$ cat src/rtl/mem_arbiter.sv
// Single-access sequencer sharing a 128-bit memory bank between NUM_RT ray-tracer cores and the MC.
// Define MEM_ARB_MC_PRIO_EN to give the MC strict priority; otherwise it is one slot of the round-robin ring.
module mem_arbiter #(
  parameter int NUM_RT  = 4,
  parameter int ADDR_W  = 14,
  parameter int MEM_LAT = 2
) (
  input  logic                clk,
  input  logic                rst,
  input  logic [NUM_RT-1:0]   req_RT,
  input  logic [NUM_RT-1:0]   we_RT,
  input  logic [31:0]         addr_RT [NUM_RT],
  input  logic [127:0]        data_RT_in [NUM_RT],
  input  logic                re_MC,
  input  logic [31:0]         addr_MC,
  output logic [NUM_RT-1:0]   rdy_RT,
  output logic [127:0]        data_RT_out [NUM_RT],
  output logic                rdy_MC,
  output logic [127:0]        data_MC_out,
  output logic                mem_en,
  output logic                mem_we,
  output logic [ADDR_W-1:0]   mem_addr,
  output logic [127:0]        mem_wdata,
  input  logic [127:0]        mem_rdata
);

  localparam int IDX_W = $clog2(NUM_RT + 1);
  localparam int RT_W  = (NUM_RT > 1) ? $clog2(NUM_RT) : 1;
  localparam int CNT_W = $clog2(MEM_LAT + 1);
`ifdef MEM_ARB_MC_PRIO_EN
  localparam int RING = NUM_RT;
`else
  localparam int RING = NUM_RT + 1;
`endif
  localparam int RING_PAD = 1 << IDX_W;
  localparam logic [IDX_W-1:0] MC_IDX = IDX_W'(NUM_RT);

  typedef enum logic [1:0] {IDLE, ISSUE, WAIT, RESP} state_t;

  state_t              state_reg, state_next;
  logic [IDX_W-1:0]    rr_ptr_reg, rr_ptr_next;
  logic [IDX_W-1:0]    grant_reg, grant_next;
  logic [CNT_W-1:0]    cnt_reg, cnt_next;
  logic                mem_en_reg, mem_en_next;
  logic                mem_we_reg, mem_we_next;
  logic [ADDR_W-1:0]   mem_addr_reg, mem_addr_next;
  logic [127:0]        mem_wdata_reg, mem_wdata_next;
  logic [127:0]        rdata_reg, rdata_next;
  logic [NUM_RT-1:0]   rdy_rt_reg, rdy_rt_next;
  logic                rdy_mc_reg, rdy_mc_next;

  logic [RING_PAD-1:0] req_ring;
  logic                win_valid;
  logic [IDX_W-1:0]    win_idx;
  logic [IDX_W:0]      probe;
  logic [IDX_W:0]      ptr_inc;
  logic [RT_W-1:0]     rt_sel;
  logic                win_is_mc;

  // Unused upper ring slots stay zero so the probe index never needs a range check.
  always_comb begin
    req_ring = '0;
    req_ring[NUM_RT-1:0] = req_RT;
`ifndef MEM_ARB_MC_PRIO_EN
    req_ring[NUM_RT] = re_MC;
`endif
  end

  always_comb begin
    win_valid = 1'b0;
    win_idx   = '0;
    probe     = '0;
`ifdef MEM_ARB_MC_PRIO_EN
    if (re_MC) begin
      win_valid = 1'b1;
      win_idx   = MC_IDX;
    end
`endif
    for (int i = 0; i < RING; i++) begin
      probe = {1'b0, rr_ptr_reg} + (IDX_W+1)'(i);
      if (probe >= (IDX_W+1)'(RING))
        probe = probe - (IDX_W+1)'(RING);
      if (!win_valid && req_ring[probe[IDX_W-1:0]]) begin
        win_valid = 1'b1;
        win_idx   = probe[IDX_W-1:0];
      end
    end
  end

  assign win_is_mc = (win_idx == MC_IDX);
  assign rt_sel    = win_idx[RT_W-1:0];

  always_comb begin
    ptr_inc = {1'b0, win_idx} + (IDX_W+1)'(1);
    if (ptr_inc >= (IDX_W+1)'(RING))
      ptr_inc = '0;
  end

  always_comb begin
    state_next     = state_reg;
    rr_ptr_next    = rr_ptr_reg;
    grant_next     = grant_reg;
    cnt_next       = cnt_reg;
    mem_en_next    = 1'b0;
    mem_we_next    = mem_we_reg;
    mem_addr_next  = mem_addr_reg;
    mem_wdata_next = mem_wdata_reg;
    rdata_next     = rdata_reg;
    rdy_rt_next    = '0;
    rdy_mc_next    = 1'b0;

    case (state_reg)
      IDLE: begin
        if (win_valid) begin
          grant_next  = win_idx;
          mem_en_next = 1'b1;
          state_next  = ISSUE;
          if (win_is_mc) begin
            mem_we_next    = 1'b0;
            mem_addr_next  = addr_MC[ADDR_W+3:4];
            mem_wdata_next = '0;
`ifndef MEM_ARB_MC_PRIO_EN
            rr_ptr_next    = ptr_inc[IDX_W-1:0];
`endif
          end else begin
            mem_we_next    = we_RT[rt_sel];
            mem_addr_next  = addr_RT[rt_sel][ADDR_W+3:4];
            mem_wdata_next = data_RT_in[rt_sel];
            rr_ptr_next    = ptr_inc[IDX_W-1:0];
          end
        end
      end
      ISSUE: begin
        cnt_next   = CNT_W'(MEM_LAT - 1);
        state_next = WAIT;
      end
      WAIT: begin
        if (cnt_reg == '0) begin
          if (!mem_we_reg)
            rdata_next = mem_rdata;
          // Completion pulse is registered here so it is visible during RESP.
          for (int i = 0; i < NUM_RT; i++)
            rdy_rt_next[i] = (grant_reg == IDX_W'(i));
          rdy_mc_next = (grant_reg == MC_IDX);
          state_next  = RESP;
        end else begin
          cnt_next = cnt_reg - CNT_W'(1);
        end
      end
      RESP: begin
        state_next = IDLE;
      end
      default: state_next = IDLE;
    endcase
  end

  always_ff @(posedge clk) begin
    if (rst) begin
      state_reg     <= IDLE;
      rr_ptr_reg    <= '0;
      grant_reg     <= '0;
      cnt_reg       <= '0;
      mem_en_reg    <= 1'b0;
      mem_we_reg    <= 1'b0;
      mem_addr_reg  <= '0;
      mem_wdata_reg <= '0;
      rdata_reg     <= '0;
      rdy_rt_reg    <= '0;
      rdy_mc_reg    <= 1'b0;
    end else begin
      state_reg     <= state_next;
      rr_ptr_reg    <= rr_ptr_next;
      grant_reg     <= grant_next;
      cnt_reg       <= cnt_next;
      mem_en_reg    <= mem_en_next;
      mem_we_reg    <= mem_we_next;
      mem_addr_reg  <= mem_addr_next;
      mem_wdata_reg <= mem_wdata_next;
      rdata_reg     <= rdata_next;
      rdy_rt_reg    <= rdy_rt_next;
      rdy_mc_reg    <= rdy_mc_next;
    end
  end

  generate
    for (genvar gi = 0; gi < NUM_RT; gi++) begin : g_rt_out
      assign data_RT_out[gi] = rdata_reg;
    end
  endgenerate

  assign rdy_RT      = rdy_rt_reg;
  assign rdy_MC      = rdy_mc_reg;
  assign data_MC_out = rdata_reg;
  assign mem_en      = mem_en_reg;
  assign mem_we      = mem_we_reg;
  assign mem_addr    = mem_addr_reg;
  assign mem_wdata   = mem_wdata_reg;

endmodule

$ cat config.mk
export PLATFORM = sky130hd
export DESIGN_NAME = mem_arbiter
export DESIGN_NICKNAME = d
export VERILOG_FILES = /design/src/rtl/mem_arbiter.sv
export SDC_FILE = /design/constraint.sdc
export NUM_CORES = 1
export LEC_CHECK = 0
export ABC_AREA = 1
export BUFFER_PORTS_ARGS = -buffer_cell sky130_fd_sc_hd__buf_2
export CAP_MARGIN = 10
export CORE_AREA = 3 3 627 629
export CTS_CLUSTER_SIZE = 20
export DETAILED_ROUTE_END_ITERATION = 6
export DIE_AREA = 0 0 630 632
export GPL_TIMING_DRIVEN = 0
export SKIP_LAST_GASP = 1
export SYNTH_ARGS = -nofsm -noshare
export SYNTH_HDL_FRONTEND = slang
export SYNTH_SLANG_ARGS = --single-unit
$ cat constraint.sdc
create_clock -name clk -period 5.46 [get_ports clk]
set_input_delay 0.273 -clock clk [delete_from_list [all_inputs] [get_ports clk]]
set_output_delay 0.273 -clock clk [all_outputs]
set_load 0.05 [all_outputs]
# Yosys cells after proc, flatten, opt, wreduce, memory -nomap -nowiden
# Index checks and enable logic that the tools add are counted.
# word_totals
reg_bits,287
elab_cells,112
inputBits,811
# classes
add_sub_neg,11
n_eq_ne,11
magnitude_cmp,13
n_reduce_logical,18
n_bitwise,5
n_mux,43
# op_table
cell,count
2-to-1 mux 128 bit,3
binary-select mux 128 bit (select 2 bit),1
binary-select mux 32 bit (select 2 bit),1
2-to-1 mux 18 bit,2
2-to-1 mux 3 bit,11
>= comparator 4 x 3 -> 1 bit (second input constant),5
< comparator 3 x 4 -> 1 bit (second input constant),5
binary-select mux 1 bit (select 3 bit),5
subtractor 3 bit (second input constant),5
2-to-1 mux 14 bit,1
2-to-1 mux 1 bit,13
adder 3 x 1 -> 4 bit (second input constant),2
adder 3 x 2 -> 4 bit (second input constant),2
case mux 2 bit (4 select lines),1
== test 3 x 2 -> 1 bit (second input constant),2
== test 3 bit (second input constant),2
>= comparator 3 bit (second input constant),2
2-to-1 mux 2 bit,3
!= test 2 bit (second input constant),3
AND reduction 2 bit,3
adder 3 x 3 -> 4 bit (second input constant),1
== test 2 bit (second input constant),2
logical AND 1 bit,4
logical NOT 1 bit,4
other kinds (14),18

# Longest topological paths before layout
# logic_depth
depth_word,22
mapped_depth,24
mapped_depth_nobuf,21

# Least setup slack after synthesis
# OpenSTA, ideal clock, no wires.
# synth_timing
path_kind,reg-to-reg
startpoint,reg rr_ptr_reg[0]
endpoint,reg rr_ptr_reg[0]
t_required_ns,5.390
path_buffers,3
arrival_ns,3.134
setup_time_ns,0.070
setup_slack_ns,2.255
path_stages_with_launch,24
path_cell_list,dfxtp_1 > inv_2 > ha_1 > inv_1 > fa_1 > inv_1 > nand2_1 > o21ai_0 > nand3_1 > nand2_1 > nand2_1 > nand2_1 > nand3_1 > nor2_1 > nor2_4 > nand3_1 > buf_4 > buf_6 > buf_6 > inv_2 > ha_1 > nand3_1 > nand3_1 > a21oi_1
# synth_via
elab_chain_len,20
word_cells_on_any_way,51
classes_between,add/sub (10); order compare (6); mux (26); reduce/logical (9)
# synth_rtl
item,line_no,source
start: declaration,41,"logic [IDX_W-1:0] rr_ptr_reg, rr_ptr_next;"
start signal: assignment,172,rr_ptr_reg <= rr_ptr_next;
branches (longest 20 deep; another with adder 3 x 1 -> 4 bit),-,
# Several ways; the timed one is not identified. The select of a mux whose other input is x is not followed.
# A chain may end at the register's enable or synchronous reset.

# Worst setup path in the final report
# layout_timing
startpoint,reg rr_ptr_reg[1]
endpoint,"reg mem_addr_reg[6], in the netlist mem_addr[6]"
# layout_via
elab_chain_len,22
word_cells_on_any_way,54
classes_between,add/sub (9); order compare (5); eq/ne (1); mux (29); bitwise (1); reduce/logical (9)
# layout_rtl
item,line_no,source
branches (longest 22 deep; another with adder 3 x 1 -> 4 bit),-,
end signal: assignment,177,mem_addr_reg <= mem_addr_next;
end: declaration,46,"logic [ADDR_W-1:0] mem_addr_reg, mem_addr_next;"
# Several ways; the timed one is not identified. The select of a mux whose other input is x is not followed.

==> Implementation_results.wiki <==
{| class="wikitable"
! Metric !! Value
|-
| Crit path arrival time || 5570 ps
|-
| Hold Crit Depth || 7
|-
| CTS tree || done
|-
| Std-Cell Core Area || 388500 um2
|-
| Inserted Clock Buffers || 40
|-
| Overflow left after global routing || 0
|-
| Final setup violation count || 0
|-
| Post-Syn Nets || 4492
|-
| Largest net degree at the start of global routing || 20
|-
| Yosys warning total || 0
|-
| Vias per Instance || 2.969
|-
| Final number of max-transition violations || 0
|-
| Count of standard-cell rows || 229
|-
| Vertical extent of the die || 632 um
|-
| Required time worst endpoint || 6070 ps
|-
| Number of clock sinks || 287
|-
| Net total in the final layout || 6241
|-
| Fraction of final layout cells sized beyond drive strength 1 || 0.4122
|-
| Transition at the pin with the smallest max-transition slack || 1165 ps
|-
| Critical path fanouts, max || 19
|-
| Number of cell instances on the worst register-to-register path || 21
|-
| Worst Path Buf+Inv || 6
|-
| Max Root-Sink Buffers || 3
|-
| Register bit total from synthesis || 287
|-
| Sort of element at the end of the critical path || flip-flop
|-
| Post-synthesis cell type count || 34
|-
| Number of vias in the routed layout || 31730
|-
| Horizontal die dimension || 630 um
|-
| Placed Cells || 10390
|-
| Final core utilization || 0.1041
|-
| Max-Slew Margin vs Limit || 0.2221
|-
| Worst min-delay path category || in2reg
|-
| Final Cycle Share || 0.9093
|-
| Number of top-level design ports || 1600
|-
| Worst slack, placed || -692.7 ps
|-
| Worst Hold Endpoint || mem_wdata[72]$_SDFFE_PP0P_
|-
| Clock input transition at the sequential cells of the worst setup and hold paths || 60 ps
|-
| Initial core utilization || 0.05785
|-
| Layout overhead on the synthesized area || 79.95%
|-
| Critical register-to-register path endpoint || mem_addr[6]$_SDFFE_PP0P_
|-
| Netlist area before placement || 22480 um2
|-
| Clk_skew || 49.34 ps
|-
| Clock root buffer master || clkbuf_16
|-
| Post-route setup slack || 495.3 ps
|-
| Die outline area || 398200 um2
|-
| IO buf count || 1508
|-
| Hold_sp || data_RT_in[328]
|-
| Average instance area after synthesis || 6.131 um2
|-
| Total of max-cap violations || 0
|-
| Sequential fraction of the synthesis area || 0.2556
|-
| Cell-by-cell listing of the critical path || inv_1, ha_1, ha_1, nand2_1, nand2_2, o21ai_1, nand3_1, nand2_1, nand2_1, o21ai_1, nand3_4, buf_12, nand3_1, buf_4, buf_6, buf_4, nand2_1, nand3_1, nand3_1, a21oi_1, dlygate4sd3_1
|-
| Final standard cell count with taps included and fillers excluded || 10680
|-
| Worst Hold Slack || 109.6 ps
|-
| Minimum clock period || 4965 ps
|-
| Count of TritonRoute iterations in the first routing pass || 6
|-
| Number of nets with antenna violations after routing || 0
|-
| Hold Vio Cnt, Final || 0
|-
| Drt wl/cell || 23.53 um
|-
| Gpl congestion || 0.9365
|-
| 1st-iter DRT viols || 2525
|-
| Detail Placement HPWL || 221.1 mm
|-
| Cell type group with the largest total delay on the critical path || buffers and inverters
|-
| Crit Path Category || reg2reg
|-
| First-pass GRT wire length || 308.3 mm
|-
| Setup repair after global routing missed its margin || false
|-
| Initial antenna violation count || 71
|-
| Largest incremental delay on the critical path || 560 ps
|-
| Aggregate global-route resource usage || 0.1196
|-
| Maximum clock frequency || 201.4 MHz
|-
| Number of DRC violations after detailed routing || 0
|-
| R2R Setup Slk || 500 ps
|-
| Routed Wire Length || 251.4 mm
|-
| Source of the worst register-to-register timing path || rr_ptr_reg[1]$_SDFFE_PP0P_
|-
| Gate count of the mapped netlist || 3666
|-
| Run status || finished, final reports clean
|-
| Category of the worst setup path launch point || flip-flop
|-
| Slowest stage cell, crit path || dlygate4sd3_1
|-
| Clock network latency to the later pin of the worst-skew pair || 660 ps
|-
| Via count of the first global-routing pass || 29130
|-
| Number of H-tree branching levels || 2
|}
==> final cells by class <==
cell class | count | area (um2)
diodes | 40 | 100.1
plain buffers | 758 | 5025
clock buffers | 49 | 1086
clock inverters | 25 | 400.4
fillers | 45770 | 348100
inverters | 576 | 2162
multi-input cells | 2040 | 9588
flip-flops and latches | 287 | 5756
well taps | 5197 | 6502
repair buffers | 1712 | 9829
==> layer usage <==
metal  GRT usage  vias to the layer above  share of wire
met2      0.2208                     1854           0.52
met4     0.05893                       10          0.056
li1            -                    14620              -
met1      0.1223                    14870           0.34
met5           0                        -        0.00027
met3     0.03511                      376          0.086
==> through the flow <==
step | area, um2 | setup TNS (ps)
6_report | 40450 | 0
5_1_grt | 40400 | 0
4_1_cts | 40300 | 0
3_5_place_dp | 36960 | -11410
3_3_place_gp | 36530 | -86670
2_1_floorplan | 22480 | 0
==> worst max path at each step <==
stage                                          start  depth (start not counted)                         end  slack (ps)
after floorplan           rr_ptr_reg[0]$_SDFFE_PP0P_                         23  rr_ptr_reg[0]$_SDFFE_PP0P_        2260
final                     rr_ptr_reg[1]$_SDFFE_PP0P_                         21    mem_addr[6]$_SDFFE_PP0P_         500
after detailed placement  rr_ptr_reg[1]$_SDFFE_PP0P_                         20  mem_wdata[14]$_SDFFE_PP0P_        -690
after CTS                 rr_ptr_reg[1]$_SDFFE_PP0P_                         19  mem_wdata[72]$_SDFFE_PP0P_          40
after global placement    rr_ptr_reg[1]$_SDFFE_PP0P_                         17  mem_wdata[73]$_SDFFE_PP0P_       -1440
after global routing      rr_ptr_reg[1]$_SDFFE_PP0P_                         21  mem_wdata[12]$_SDFFE_PP0P_           1
==> worst reg2reg max path, cell delays in order, from the launching register on <==
cell and delay, ps:
dfxtp_1 550, inv_1 250, ha_1 280, ha_1 340, nand2_1 120, nand2_2 90
o21ai_1 290, nand3_1 120, nand2_1 100, nand2_1 50, o21ai_1 190, nand3_4 120
buf_12 170, nand3_1 130, buf_4 320, buf_6 430, buf_4 270, nand2_1 100
nand3_1 100, nand3_1 140, a21oi_1 170, dlygate4sd3_1 560
==> synth_stat cells, drive strengths merged <==
cell type / number / area, um2
ha: 14 / 175.2
dfxtp: 287 / 5746
nor3: 1 / 5.000
xnor2: 1 / 16.27
fa: 1 / 20.02
o21ai: 156 / 792.0
buf: 590 / 4367
o31ai: 1 / 7.510
nor4: 5 / 31.28
inv: 576 / 2162
o21a: 1 / 7.510
or2: 1 / 6.260
nand2: 764 / 2893
clkbuf: 173 / 649.4
o211ai: 2 / 15.01
a211oi: 2 / 15.01
nand3: 370 / 1884
nand3b: 1 / 7.510
nand4: 296 / 1858
nor2: 271 / 1047
a21oi: 153 / 773.2
==> repair_timing <==
item                                    4_1_cts  5_1_grt
endpoints found under the setup margin       39       16
hold buffers                                177        0
setup buffers                                 6        4
resized for setup                            11        7
hold endpoints to repair                    165        0
pin swaps                                     2        2
==> logic make-up (layout without fill, tap and decap cells) <==
logic type,count (synthesis),after routing,synth area share
xor gates and xnor gates,1,1,0.0007238
adders and majority gates,15,15,0.008684
other,0,40,0
DFF,287,287,0.2556
AOI/OAI and AO/OA,315,315,0.07164
buffers and inverters,1339,3120,0.3193
and+or+nand+nor,1709,1709,0.3440
==> cells in the final DEF (no fill, tap or decap), drive strengths merged <==
master	n
clkinv	5
or2	1
nor2	271
xnor2	1
dfxtp	287
nand3b	1
o31ai	1
o211ai	2
dlygate4sd3	177
inv	586
ha	14
buf	2123
clkbuf	219
nand3	370
o21a	1
a211oi	2
nand4	296
bufinv	9
nand2	764
o21ai	156
fa	1
clkinvlp	1
diode	40
nor4	5
nor3	1
a21oi	153
Power is left out: the tool's default activity adds up to more than one toggle a clock period on the data nets, which glitch-free logic cannot reach.
